<file path="config.mk">
export PLATFORM = sky130hd
export DESIGN_NAME = multi_cycle_ctrl
export DESIGN_NICKNAME = d
export VERILOG_FILES = /design/src/rtl/multi_cycle_ctrl.sv
export SDC_FILE = /design/constraint.sdc
export NUM_CORES = 1
export LEC_CHECK = 0
export BUFFER_PORTS_ARGS = -buffer_cell sky130_fd_sc_hd__buf_2
export CAP_MARGIN = 20
export CORE_MARGIN = 5
export CORE_UTILIZATION = 31
export CTS_CLUSTER_DIAMETER = 30
export DETAILED_ROUTE_END_ITERATION = 8
export GPL_TIMING_DRIVEN = 0
export PLACE_DENSITY_LB_ADDON = 0.1
export SETUP_SLACK_MARGIN = 0.1
export SLEW_MARGIN = 20
export SYNTH_ARGS = -nofsm -noshare
export SYNTH_HDL_FRONTEND = slang
export SYNTH_SLANG_ARGS = --single-unit
export TNS_END_PERCENT = 50
</file>
<file path="constraint.sdc">
create_clock -name clk -period 1.8 [get_ports clk]
set_clock_uncertainty 0.05 [all_clocks]
set_input_delay 0.36 -clock clk [delete_from_list [all_inputs] [get_ports clk]]
set_output_delay 0.36 -clock clk [all_outputs]
set_load 0.1 [all_outputs]
</file>
<file path="src/rtl/multi_cycle_ctrl.sv">
// rtl/multi_cycle_ctrl.sv - multi-cycle MIPS controller FSM
// Sequences FETCH/DCD/EXE/MEM/WB and drives datapath enables and selects from IR and ALU flags.
module multi_cycle_ctrl (
  input  logic        clk,
  input  logic        reset,
  input  logic [31:0] ins,
  input  logic        zero,
  input  logic        mem_rdy,
  output logic        pc_we,
  output logic        ir_we,
  output logic        rf_we,
  output logic        mem_we,
  output logic        mem_re,
  output logic [2:0]  alu_func,
  output logic        alu_imm,
  output logic        ext_sign,
  output logic [1:0]  reg_dst,
  output logic [1:0]  wd_sel,
  output logic [1:0]  npc_sel,
  output logic [1:0]  ld_type,
  output logic [2:0]  state,
  output logic        ins_done
);

  typedef enum logic [2:0] {
    FETCH = 3'd0,
    DCD   = 3'd1,
    EXE   = 3'd2,
    MEM   = 3'd3,
    WB    = 3'd4
  } state_t;

  state_t cur, nxt;

  logic [5:0] opcode, funct;
  logic       is_r, is_addu, is_subu, is_jr, is_ori, is_lui;
  logic       is_lw, is_lh, is_lb, is_sw, is_beq, is_j, is_jal;
  logic       is_load, is_alu, is_legal;
  logic [1:0] ld_kind;
  logic       unused_ins;

  assign opcode     = ins[31:26];
  assign funct      = ins[5:0];
  assign unused_ins = ^ins[25:6];

  assign is_r    = (opcode == 6'h00);
  assign is_addu = is_r && (funct == 6'h21);
  assign is_subu = is_r && (funct == 6'h23);
  assign is_jr   = is_r && (funct == 6'h08);
  assign is_ori  = (opcode == 6'h0D);
  assign is_lui  = (opcode == 6'h0F);
  assign is_lw   = (opcode == 6'h23);
  assign is_lh   = (opcode == 6'h21);
  assign is_lb   = (opcode == 6'h20);
  assign is_sw   = (opcode == 6'h2B);
  assign is_beq  = (opcode == 6'h04);
  assign is_j    = (opcode == 6'h02);
  assign is_jal  = (opcode == 6'h03);

  assign is_load  = is_lw | is_lh | is_lb;
  assign is_alu   = is_addu | is_subu | is_ori | is_lui;
  assign is_legal = is_alu | is_load | is_sw | is_beq | is_j | is_jal | is_jr;
  assign ld_kind  = is_lh ? 2'd1 : (is_lb ? 2'd2 : 2'd0);

  assign state = cur;

  always_ff @(posedge clk or negedge reset) begin
    if (!reset) cur <= FETCH;
    else        cur <= nxt;
  end

  // Outputs are decoded straight from state/IR; reset gates every output to 0.
  always_comb begin
    nxt      = FETCH;
    pc_we    = 1'b0;
    ir_we    = 1'b0;
    rf_we    = 1'b0;
    mem_we   = 1'b0;
    mem_re   = 1'b0;
    alu_func = 3'd0;
    alu_imm  = 1'b0;
    ext_sign = 1'b0;
    reg_dst  = 2'd0;
    wd_sel   = 2'd0;
    npc_sel  = 2'd0;
    ld_type  = 2'd0;
    ins_done = 1'b0;
    if (reset) begin
      case (cur)
        FETCH: begin
          ir_we = 1'b1;
          pc_we = 1'b1;
          nxt   = DCD;
        end
        DCD: begin
          if (is_j || is_jal || is_jr || !is_legal) begin
            ins_done = 1'b1;
            nxt      = FETCH;
            if (is_j || is_jal) begin
              pc_we   = 1'b1;
              npc_sel = 2'd2;
            end
            if (is_jal) begin
              rf_we   = 1'b1;
              reg_dst = 2'd2;
              wd_sel  = 2'd2;
            end
            if (is_jr) begin
              pc_we   = 1'b1;
              npc_sel = 2'd3;
            end
          end else begin
            nxt = EXE;
          end
        end
        EXE: begin
          if      (is_subu) alu_func = 3'd1;
          else if (is_ori)  alu_func = 3'd2;
          else if (is_beq)  alu_func = 3'd3;
          else if (is_lui)  alu_func = 3'd5;
          alu_imm  = is_ori | is_lui | is_load | is_sw;
          ext_sign = !(is_ori || is_lui);
          if (is_beq) begin
            pc_we    = zero;
            npc_sel  = 2'd1;
            ins_done = 1'b1;
            nxt      = FETCH;
          end else if (is_alu) begin
            nxt = WB;
          end else begin
            nxt = MEM;
          end
        end
        MEM: begin
          if (is_load) begin
            mem_re  = 1'b1;
            ld_type = ld_kind;
          end
          if (is_sw) mem_we = 1'b1;
          if (!mem_rdy) begin
            nxt = MEM;
          end else if (is_sw) begin
            ins_done = 1'b1;
            nxt      = FETCH;
          end else begin
            nxt = WB;
          end
        end
        WB: begin
          rf_we    = 1'b1;
          ins_done = 1'b1;
          reg_dst  = is_r ? 2'd1 : 2'd0;
          wd_sel   = is_load ? 2'd1 : 2'd0;
          ld_type  = is_load ? ld_kind : 2'd0;
          nxt      = FETCH;
        end
        default: nxt = FETCH;
      endcase
    end
  end

endmodule

</file>
==> run_results.csv <==
group,metric,value,unit
place,port_buffers,35,
grt,grt_antenna_before_repair,0,
min_path,min-delay-start,"mem_rdy",
critical_path,path_common_cell,"buf_12",
yosys,postSynthCellCount,89,
yosys,async_reset_ff_frac,1.00,
yosys,synth_top_area_share,0.130,
clock_network,cts_max_level,1,
critical_path,endpoint_kind,"output port",
floorplan,die_h,53.2,microns
timing,min_period,2.36,ns
clock_network,clk_pin_slew,0.05,ns
power,p_int,268,uW
power,swShare,0.461,
detailed_routing,drt_wl_total,4.58,mm
timing,post-route-period-util,1.31,
yosys,yosys-top-cells-area,"dfrtp_1 (13%), nor2_1 (7.1%), nor3_1 (6.9%), nand2_1 (5.2%), nand3_1 (4.3%)",
flow_run,max_cap_viol_count,0,
critical_path,crit_chain,"buf_12, nor2b_4, nand4b_1, buf_4, nor2_4, a311o_2, buf_12",
timing,hold_viol,0,
grt,grt_pass1_vias,1099,
power,vdd_ir_drop_max,0.377,mV
status,status,"finished with violations",
place,hpwl,1.71,mm
critical_path,r2r-end,"state[2]",
clock_network,clk_latency,0.25,ns
critical_path,worst-r2r-cell-count,7,
grt,grt_pass1_wl,5.44,mm
clock_network,cts_tree,"yes",
floorplan,rows,15,
finish,diodes,0,
grt,grt-ovfl-total,0,
grt,grt_usage,0.264,
yosys,synth_edf_count,0,
clock_network,clk_root_buffer_cell,"clkbuf_4",
timing,setup_violations,22,
power,power.leakage,0.000696,uW
detailed_routing,firstDrtPassIters,6,
place,gp_congestion,0.835,
timing,setup_slack,-0.556,ns
grt,grt_max_degree,11,
yosys,yosysTopAreaCell,"dfrtp_1",
critical_path,cp_num_buf_inv,3,
detailed_routing,via_per_inst,6.77,
power,comb_power_share,0.578,
critical_path,path_max_fanout,4,
yosys,synthMostInstantiatedCell,"nor2_1",
timing,final_max_slew_viol_count,0,
yosys,synthFlopType,"dfrtp_1",
yosys,ys_types,37,
finish,syn2layout_area_growth,188,%
yosys,synthesis.area,579,sq um
yosys,synth_nets,125,
floorplan,die-width,53.2,microns
min_path,worst_hold_path_type,"in2reg",
timing,fin_hold_ws,0.417,ns
detailed_routing,vias,1199,
clock_network,clock_sinks,3,
power,finalPower,498,uW
yosys,ys.warnings.count,0,
critical_path,rr_startpoint,"state[2]",
power,p_clk_frac,0.273,
timing,tns,-7.06,ns
critical_path,cp-start-kind,"flop",
min_path,hold-path-cell-count,3,
min_path,hold_path_end,"state[0]",
critical_path,slowest_stage,"dfrtp_4",
place,post-place-ws,-0.748,ns
detailed_routing,ant_nets,0,
detailed_routing,wl_per_cell,25.9,microns
clock_network,cts_max_path_buffers,2,
yosys,synthTopCellsByCount,"nor2_1 (11), nand2_1 (8), nor3_1 (8)",
power,p_per_area,299,nW/um^2
critical_path,required,1.39,ns
power,p_switching,229,uW
detailed_routing,drt_iter0_drc,96,
timing,max_slew_margin,0.665,
timing,tightest_slew,0.506,ns
finish,final_layout_size_suffix_gt1_frac,0.750,
floorplan,start_util,0.332,
critical_path,critPathMaxStageDelay,0.50,ns
yosys,ys_ff_latch,3,
power,seqPwrFrac,0.150,
timing,clock.fmax,424,MHz
status,failed_checks,"negative setup slack",
floorplan,coreArea,1750,sq um
clock_network,cts_buffers,3,
timing,rsz0062_at_grt,"true",
yosys,yosysSeqAreaShare,0.130,
critical_path,r2r_slack,0.12,ns
finish,utilization,0.955,
critical_path,crit_family,"flip-flops",
floorplan,dieArea,2830,sq um
detailed_routing,route.detailed.drc,0,
floorplan,io_pins,58,
finish,largest_reg_flops,3,
yosys,syn_avg_cell_area,6.51,sq um
finish,fin_nets,189,
critical_path,crit_arrival,1.95,ns
critical_path,critPathKind,"reg2out",
worst max-delay path by stage:
stage | start | end | slack, ns | depth (start not counted)
after floorplan | state[2] | pc_we | -1.03 | 5
after global placement | ins[2] | pc_we | -0.75 | 7
after detailed placement | ins[2] | pc_we | -0.75 | 7
after CTS | state[0] | pc_we | -0.46 | 7
after global routing | ins[3] | ins_done | -0.58 | 7
final | state[0] | pc_we | -0.56 | 7
worst min-delay path, stage by stage:
cell,delay [ns]
buf_2,0.11
nand2b_1,0.12
a221oi_1,0.08
power by group through the flow:
stage	Clock, uW	Combinational [uW]	Sequential, uW
after global placement	0	179	74.0
final	136	287	74.4
after detailed placement	0	182	74.1
after global routing	138	295	74.4
after floorplan	0	124	89.8
after CTS	126	245	73.0
cell type report:
| class | count | area (sq um) |
|---|---|---|
| Buffer | 6 | 101 |
| Clock buffer | 4 | 26.3 |
| Multi-Input combinational cell | 75 | 723 |
| Sequential cell | 3 | 86.3 |
| Fill cell | 41 | 78.8 |
| Tap cell | 25 | 31.3 |
| Inverter | 4 | 15.0 |
| Timing Repair Buffer | 60 | 683 |
routing by layer:
layer  vias up  global-route usage  routed length [microns]
li1        462                   -                        -
met1       554               0.299                     1520
met2       127               0.471                     2130
met3        56              0.0592                      476
met4         0               0.102                      446
met5         -                   0                        0
repair_timing:
action / CTS / global route
hold buffers: 1 / 0
resized for setup: 102 / 24
setup endpoints to repair: 20 / 22
buffers inserted: 18 / 6
hold endpoints to repair: 3 / 0
pin swaps: 17 / 10
cell usage in the layout, fill, tap and decap left out, types with 2 or more instances in the layout:
cell      netlist  final
a21oi_2         0      2
a41oi_1         2      2
buf_12          0     19
buf_2           1     11
buf_4           1     22
buf_6           1      8
buf_8           0      3
clkbuf_4        0      3
dfrtp_4         0      3
inv_1           3      3
nand2_1         8      5
nand2_4         0      2
nand2b_4        0      2
nand3_1         5      3
nand3_2         0      2
nand4_1         3      3
nor2_1         11      4
nor2_2          0      4
nor2_4          0      3
nor2b_4         0      2
nor3_4          0      7
nor4_4          0      2
o21ai_2         0      2
or3_4           0      2
cell families after synthesis:
family / share of synthesized area
xor gates and xnor gates: 0.0151
DFF: 0.130
AOI/OAI and AO/OA: 0.220
and+or+nand+nor: 0.542
buffers and inverters: 0.0929
stage by stage:
stage               cells  area, sq um
finish                177         1670
CTS                   172         1560
detailed placement    149          991
global placement      149          991
floorplan              89          785
global route          177         1670
No activity file was read; power rests on OpenSTA's default activity.
